<file path="config.mk">
export PLATFORM = sky130hd
export DESIGN_NAME = bus_cpu_core
export DESIGN_NICKNAME = d
export VERILOG_FILES = /design/src/rtl/bus_cpu_core.sv
export SDC_FILE = /design/constraint.sdc
export NUM_CORES = 1
export LEC_CHECK = 0
export CORE_ASPECT_RATIO = 1.2
export CORE_MARGIN = 1.5
export CORE_UTILIZATION = 45
export DETAILED_ROUTE_END_ITERATION = 10
export DONT_BUFFER_PORTS = 1
export SYNTH_ARGS = -nofsm -noshare
export SYNTH_HDL_FRONTEND = slang
export SYNTH_SLANG_ARGS = --single-unit
</file>
<file path="constraint.sdc">
create_clock -name clk -period 4.5 [get_ports clk]
set_clock_uncertainty 0.15 [all_clocks]
set_input_delay 1.125 -clock clk [delete_from_list [all_inputs] [get_ports clk]]
set_output_delay 1.125 -clock clk [all_outputs]
set_load 0.005 [all_outputs]
</file>
<file path="src/rtl/bus_cpu_core.sv">
// Multicycle bus-based register processor: NREGS registers, accumulator A and
// result G share one one-hot muxed internal bus; flags, done/busy and debug read.
module bus_cpu_core #(
   parameter  int WIDTH  = 8,
   parameter  int NREGS  = 8,
   localparam int RSEL_W = $clog2(NREGS)
) (
   input  logic              clk,
   input  logic              reset,
   input  logic              w,
   input  logic [2:0]        func,
   input  logic [RSEL_W-1:0] rx,
   input  logic [RSEL_W-1:0] ry,
   input  logic [WIDTH-1:0]  data,
   input  logic [RSEL_W-1:0] dbg_sel,
   output logic [WIDTH-1:0]  dbg_val,
   output logic [WIDTH-1:0]  bus,
   output logic              busy,
   output logic              done,
   output logic              flag_z,
   output logic              flag_n
);

   localparam logic [1:0] S_IDLE = 2'd0;
   localparam logic [1:0] S_T1   = 2'd1;
   localparam logic [1:0] S_T2   = 2'd2;
   localparam logic [1:0] S_T3   = 2'd3;

   localparam logic [2:0] OP_LOAD = 3'd0;
   localparam logic [2:0] OP_MOVE = 3'd1;
   localparam logic [2:0] OP_ADD  = 3'd2;
   localparam logic [2:0] OP_SUB  = 3'd3;
   localparam logic [2:0] OP_XOR  = 3'd4;
   localparam logic [2:0] OP_AND  = 3'd5;
   localparam logic [2:0] OP_OR   = 3'd6;
   localparam logic [2:0] OP_CMP  = 3'd7;

   logic [1:0]        state;
   logic [2:0]        func_q;
   logic [RSEL_W-1:0] rx_q, ry_q;
   logic [WIDTH-1:0]  data_q;
   logic [WIDTH-1:0]  a_q, g_q;
   logic [WIDTH-1:0]  regs [NREGS];
   logic [WIDTH-1:0]  alu_res;
   logic              is_xfer;
   logic              sel_data, sel_rx, sel_ry, sel_g;

   // LOAD/MOVE finish in T1; everything else walks T1..T3
   assign is_xfer = (func_q == OP_LOAD) || (func_q == OP_MOVE);

   always_comb begin
      sel_data = 1'b0;
      sel_rx   = 1'b0;
      sel_ry   = 1'b0;
      sel_g    = 1'b0;
      case (state)
         S_T1: begin
            if (func_q == OP_LOAD)      sel_data = 1'b1;
            else if (func_q == OP_MOVE) sel_ry   = 1'b1;
            else                        sel_rx   = 1'b1;
         end
         S_T2:    sel_ry = 1'b1;
         S_T3:    sel_g  = 1'b1;
         default: ;
      endcase
   end

   // At most one select is high, so AND-OR is a clean mux and IDLE drives zero
   assign bus = ({WIDTH{sel_data}} & data_q)
              | ({WIDTH{sel_rx}}   & regs[rx_q])
              | ({WIDTH{sel_ry}}   & regs[ry_q])
              | ({WIDTH{sel_g}}    & g_q);

   always_comb begin
      alu_res = '0;
      case (func_q)
         OP_ADD:         alu_res = a_q + bus;
         OP_SUB, OP_CMP: alu_res = a_q + ~bus + WIDTH'(1);
         OP_XOR:         alu_res = a_q ^ bus;
         OP_AND:         alu_res = a_q & bus;
         OP_OR:          alu_res = a_q | bus;
         default:        alu_res = '0;
      endcase
   end

   assign busy    = (state != S_IDLE);
   assign done    = ((state == S_T1) && is_xfer) || (state == S_T3);
   assign dbg_val = regs[dbg_sel];

   always_ff @(posedge clk) begin
      if (!reset) begin
         state  <= S_IDLE;
         func_q <= '0;
         rx_q   <= '0;
         ry_q   <= '0;
         data_q <= '0;
         a_q    <= '0;
         g_q    <= '0;
         flag_z <= 1'b0;
         flag_n <= 1'b0;
         for (int i = 0; i < NREGS; i++) regs[i] <= '0;
      end else begin
         case (state)
            S_IDLE: begin
               if (w) begin
                  func_q <= func;
                  rx_q   <= rx;
                  ry_q   <= ry;
                  data_q <= data;
                  state  <= S_T1;
               end
            end
            S_T1: begin
               if (is_xfer) begin
                  regs[rx_q] <= bus;
                  state      <= S_IDLE;
               end else begin
                  a_q   <= bus;
                  state <= S_T2;
               end
            end
            S_T2: begin
               g_q    <= alu_res;
               flag_z <= (alu_res == '0);
               flag_n <= alu_res[WIDTH-1];
               state  <= S_T3;
            end
            default: begin
               if (func_q != OP_CMP) regs[rx_q] <= bus;
               state <= S_IDLE;
            end
         endcase
      end
   end

endmodule

</file>
==> impl_results.md, run 1 <==
- Slew Viols, Final: 0
- Simple-gate area share of the yosys netlist: 0.138
- Num rows: 48
- Most common cell after layout, fill and taps aside: nor2_1
- Max transition margin: 0.309
- Setup bufs post-CTS: 0
- Worst skew pair latency: roughly 0.36 ns
- Die Ht: 137 um
- Num CTS Buffers: 9
- Hold Path Class: flop to flop
- Switching power: just over 0.6 mW
- Vias in the first global route: between 4k and 5k
- Sequential group share of total power: 0.493
- Total gr overflow: 0
- Die Area: 15700 um2
- Post-Route WL: about 17000 um
- P_int: roughly 1.6 mW
- ANT nets after route: 0
- Cell area after synthesis: ~6700 um2
- Critical Path Fanout Max: 10
- Area share of the largest cell type after synthesis: 0.286
- Cell Pwr Density: approximately 320 nW/um2
- H-tree Lvls: 3
- Hold Buf Count CTS: 0
- Mux share of post-synthesis cell area: 0.212
- Synth Area in Compound Gates: 0.116
- VDD IR max: 0.367 mV
- Initial antenna violation count: 0
- MaxCap Viol Count: 0
- Clock Path Buffers: 2
- Syn nets: ~670
- First-pass GRT wire length: ~27000 um
- Main combinational cell family by area after synthesis: multiplexers
- Avg Inst Size Synth: roughly 11 um2
- Clock share of power: 0.350
- Layout cells sized above 1: 0.188
- Final setup viols: 0
- GRT met2 Usage: 0.404
- Crit end category: flop
- Top post-synthesis cells by area: edfxtp_1 29%, dfxtp_1 13%, mux4_2 11%
- Clock root buffer: clkbuf_16
- Syn Inst Count: about 610
- Gr busiest metal: met2
- Leak: approximately 2.5 nW
- Post-place instance area: 6830 um2
- RSZ-0062 raised after global routing: false
- Commonest non-fill, non-tap cells in the layout: 95 x nor2_1, 64 x edfxtp_1, 59 x nand2_1, 42 x dfxtp_1
- Max Clock Freq: about 240 MHz
- GR Layer Usage met3: 0.0585
- # IOs: 43
- Largest net degree at the start of global routing: 33
- Setup Total Neg Slack: 0 ns
- Post_cts resized: 0
- Synth warnings: 0
- Net Sw Frac: 0.271
- DRC Markers: 0
- CP arrival: 4.25 ns
- Status: finished clean
- Diodes inserted: 0
- Vias/cell: slightly below 6
- Final min period: around 4.1 ns
- Initial drt markers: about 370
- Main synth FF type: edfxtp_1
- Fin nets: roughly 650
- Final HPWL DP: roughly 13000 um
- Worst Setup Path Type: flop to flop
- Initial Util: 0.464
- Reg clk slew, reported paths: 0.08 ns
- DRT Pass-1 Iters: 5
- GRT Overall Usage: 0.234
- Via Count: 4768
- Die Wd: between 100 and 150 um
- Synth Area in XOR/XNOR: 0.00522
- Post-route cell area: slightly above 7000 um2
- Clock sink total: ~110
- Synth cell types: 65
- Synth Area in Adders: 0.0582
- CP Launch Type: flop
- Actual slew at the worst max-slew pin: around 1.0 ns
- Non-Filler Instances: 800
- Fin util: 0.492
- Routed len/inst: approximately 21 um
- Area delta synth->final: 6.23%
- Asr flop ratio synth: 0
- Placed insts: slightly below 800
- Seq/Total Area, Yosys: 0.412
- Final Cycle Share: 0.914
- Met1 track demand over resource: 0.280
- TritonCTS clock tree: done
- Combinational share of power: 0.157
- Synth Register Bits: about 110
- Port bufs: 0
- Placer Congestion: roughly 0.9
- Critical Path RT: 4.64 ns
- Core Region: between 10000 and 15000 um2
- EDFF count, synth: 64
- Fin. Hold Viols: 0
- Area leader, netlist: edfxtp_1
-- Yosys cell counts (7+ instances only) --
cell,n
dfxtp_1,42
inv_1,15
inv_2,9
ha_1,28
nor2_1,95
clkbuf_1,21
nand2_1,59
edfxtp_1,64
nor2b_1,8
a22oi_1,9
mux2_2,16
a21oi_2,8
mux2i_1,10
mux4_2,32
mux4_1,16
o21ai_0,20
a211oi_1,18
buf_6,10
buf_2,13
a21oi_1,32
nand3_1,7
-- registers in the layout, indices dropped and copies added (netlist names), named ones only --
register and cells:
a_q 8, data_q 8, flag_n 1, flag_z 1, func_q 3, g_q 7
regs 64, rx_q 3, ry_q 3, state 2
-- logic make-up after synthesis --
kind of cell             count (synthesis)
AO/OA/AOI/OAI                          117
XOR/XNOR                                 4
adder cells (fa/ha/maj)                 30
buffers and inverters                   75
flip-flops                             106
multiplexers                            74
AND/OR/NAND/NOR                        206
-- final cells by class --
type                    instances  area, um2
clock inverters                 5       45.0
clock buffers                  11        254
flip-flops and latches        106       2760
inverters                      24       90.1
fillers                      1295       7350
multi-input cells             431       3550
repair buffers                 23        173
well taps                     200        250
-- worst paths after layout --
path | start | endpoint | slack (ns) | cells after the start
max | flop | flag_z | 0.39 | 12
min | ry_q[2] | ry_q[2] | 0.32 | 2
max reg2reg | flop | flag_z | 0.39 | 12
min reg2reg | ry_q[2] | ry_q[2] | 0.32 | 2
-- critical path, cell delays in order, from the launching register on --
cell and delay (ns):
dfxtp_1 0.66, mux4_1 0.64, mux2_2 0.29, a21oi_2 0.34
inv_2 0.11, ha_1 0.31, or2_2 0.30, a211oi_2 0.27
o22ai_1 0.13, or4b_1 0.47, nand2_1 0.13, nand2_1 0.08
o22ai_1 0.15
-- power groups by stage --
stage / registers, mW / logic (mW) / clock network (mW)
6_report: 1.12 / 0.355 / 0.791
5_1_grt: 1.12 / 0.388 / 0.846
4_1_cts: 1.11 / 0.355 / 0.812
3_5_place_dp: 1.14 / 0.354 / 0
3_3_place_gp: 1.13 / 0.349 / 0
2_1_floorplan: 1.11 / 0.301 / 0
-- metrics by stage --
| stage | worst slack, ns | power (mW) | hold WS [ns] |
|---|---|---|---|
| 2_1_floorplan | 0.739 | 1.41 | 0.286 |
| 3_3_place_gp | 0.516 | 1.48 | 0.303 |
| 3_5_place_dp | 0.449 | 1.49 | 0.309 |
| 4_1_cts | 0.405 | 2.28 | 0.320 |
| 5_1_grt | 0.205 | 2.35 | 0.342 |
| 6_report | 0.388 | 2.26 | 0.315 |
-- metal layers --
| metal | vias to the layer above | share of wire |
|---|---|---|
| li1 | 2231 | - |
| met1 | 2328 | 0.40 |
| met5 | - | 0 |
| met2 | 176 | 0.51 |
| met3 | 33 | 0.061 |
| met4 | 0 | 0.028 |
(Power assumes the default switching activity.)
==> inputs of run 2 (changes only) <==
CELL_PAD_IN_SITES_DETAIL_PLACEMENT = 1   (was default)
CELL_PAD_IN_SITES_GLOBAL_PLACEMENT = 1   (was default)
PLACE_DENSITY_LB_ADDON = 0.1   (was default)
==> impl_results.md, run 2 (synthesized netlist as in run 1, its figures left out) <==
- Status: finished clean
- Max transition margin: 0.254 (-0.0549)
- Num rows: 48 (unchanged)
- Cell Pwr Density: 330 nW/um2 (+4.0%)
- Net Sw Frac: 0.259 (-0.0121)
- Via Count: 4691 (-1.6%)
- Setup bufs post-CTS: 0 (unchanged)
- Clock root buffer: clkbuf_16
- Reg clk slew, reported paths: 0.07 ns (about the same)
- Worst skew pair latency: 0.36 ns (about the same)
- Placer Congestion: 0.874 (-5.6%)
- Slowest stage delay, CP: 0.47 ns (-0.19 ns)
- Area delta synth->final: 6.43%
- Post-Route WL: 18400 um (+7.4%)
- Most common cell after layout, fill and taps aside: nor2_1
- Post_cts resized: 0 (unchanged)
- Clock share of power: 0.373 (+0.023)
- Final Cycle Share: 0.904 (-0.00989)
- DRT Pass-1 Iters: 4 (-1)
- TritonCTS clock tree: done
- Largest register FFs: 64 (unchanged)
- Critical Path RT: 4.64 ns (about the same)
- VDD IR max: 0.207 mV (-44%)
- Die Wd: 114 um (unchanged)
- First-pass GRT wire length: 28500 um (+3.9%)
- Die Ht: 137 um (unchanged)
- Max Clock Freq: 246 MHz (+1.1%)
- Total gr overflow: 0 (unchanged)
- Initial Util: 0.464 (unchanged)
- Register area: 2760 um2 (unchanged)
- Final setup viols: 0 (unchanged)
- Critical Path Fanout Max: 8 (-2)
- Setup Total Neg Slack: 0 ns (unchanged)
- Commonest non-fill, non-tap cells in the layout: 95 x nor2_1, 64 x edfxtp_1, 59 x nand2_1, 42 x dfxtp_1
- MaxCap Viol Count: 0 (unchanged)
- Core Region: 14500 um2 (unchanged)
- Slew Viols, Final: 0 (unchanged)
- Fin util: 0.493 (+0.000951)
- Num CTS Buffers: 9 (unchanged)
- Vias in the first global route: 4932 (+0.63%)
- Port bufs: 0 (unchanged)
- ANT nets after route: 0 (unchanged)
- Critical-path top delay cell: a2111oi_0
- Vias/cell: 5.89 (-1.2%)
- Clock Path Buffers: 2 (unchanged)
- Biggest regs: regs: 64 flops, a_q: 8 flops, data_q: 8 flops
- Hold Path Class: flop to flop
- Leak: 2.48 nW (+0.23%)
- Fin. Hold Viols: 0 (unchanged)
- Hold Buf Count CTS: 0 (unchanged)
- Final HPWL DP: 14200 um (+6.9%)
- Worst Setup Path Type: flop to flop
- GRT Overall Usage: 0.248 (+0.0137)
- Die Area: 15700 um2 (unchanged)
- Largest net degree at the start of global routing: 33 (unchanged)
- DRC Markers: 0 (unchanged)
- Sequential group share of total power: 0.471 (-0.022)
- CP arrival: 4.20 ns (-0.05 ns)
- Number of filler cells placed in the layout: 1549 (+20%)
- Fin nets: 645 (-0.46%)
- Combinational share of power: 0.156 (about the same)
- Routed len/inst: 23.1 um (+7.8%)
- CP Launch Type: flop
- # IOs: 43 (unchanged)
- Initial drt markers: 379 (+1.9%)
- Critical-path cell list: inv_1 -> ha_1 -> nand2_1 -> nor2_1 -> a22oi_1 -> o21ai_0 -> a21oi_2 -> inv_2 -> ha_1 -> inv_1 -> fa_1 -> nor2b_1 -> o21a_1 -> a2111oi_0 -> xor2_1 -> a221oi_1 -> nand2_1 -> o22ai_1
- Crit end category: flop
- Top reg by flops: regs
- P_int: 1.75 mW (+6.0%)
- Layout cells sized above 1: 0.183 (-0.00575)
- Final min period: 4.07 ns (-0.0445 ns)
- H-tree Lvls: 3 (unchanged)
- Actual slew at the worst max-slew pin: 1.12 ns (+0.0823 ns)
- RSZ-0062 raised after global routing: false
- Clock sink total: 106 (unchanged)
- Initial antenna violation count: 0 (unchanged)
- Diodes inserted: 0 (unchanged)
- Multi-input logic area: 3550 um2 (unchanged)
- Switching power: 0.610 mW (-0.43%)
==> run 2: path summary, 6_finish.rpt <==
check / cells after the start / to / slack, ns / startpoint
worst max-delay path: 18 / flag_z / 0.43 / state[1]
worst min-delay path: 2 / flop / 0.32 / ry_q[1]
worst min register to register: 2 / flop / 0.32 / ry_q[1]
worst max register to register: 18 / flag_z / 0.43 / state[1]
==> run 2: routing by layer <==
layer | GRT usage | up-vias | wire [um]
met5 | 0 | - | 0
met2 | 0.463 | 97 | 10000
li1 | - | 2223 | -
met3 | 0.0452 | 19 | 624
met4 | 0.0813 | 0 | 318
met1 | 0.284 | 2352 | 7420
==> run 2: power groups by stage <==
stage,Clock [mW],Sequential [mW],Combinational (mW)
after detailed placement,0,1.13,0.368
after CTS,0.895,1.11,0.370
final,0.880,1.11,0.367
after global routing,0.929,1.12,0.401
after global placement,0,1.13,0.359
after floorplan,0,1.11,0.301
==> run 2: critical path: cells and delay by family (launching register included) <==
| family | cells | cell delay, ns |
|---|---|---|
| compound gates | 7 | 1.48 |
| xor+xnor | 1 | 0.15 |
| fa+ha+maj | 3 | 0.83 |
| buf+inv | 3 | 0.30 |
| flops | 1 | 0.35 |
| simple gates | 4 | 0.73 |
==> run 2: cell type report <==
| cell class | instances | share of cell area |
|---|---|---|
| clock buffer | 14 | 0.0415 |
| clock inverter | 2 | 0.00543 |
| inverter | 24 | 0.0126 |
| multi-input combinational | 431 | 0.497 |
| sequential | 106 | 0.387 |
| tap | 200 | 0.0350 |
| timing repair buffer | 20 | 0.0210 |
==> run 2: through the flow <==
| stage | power, mW | instances | hold WS (ns) | setup slack [ns] | instance area [um2] |
|---|---|---|---|---|---|
| 2_1_floorplan | 1.41 | 612 | 0.286 | 0.739 | 6710 |
| 3_3_place_gp | 1.49 | 781 | 0.296 | 0.631 | 6810 |
| 3_5_place_dp | 1.50 | 781 | 0.313 | 0.441 | 6810 |
| 4_1_cts | 2.38 | 797 | 0.319 | 0.400 | 7140 |
| 5_1_grt | 2.45 | 797 | 0.345 | 0.0418 | 7140 |
| 6_report | 2.36 | 797 | 0.317 | 0.432 | 7140 |
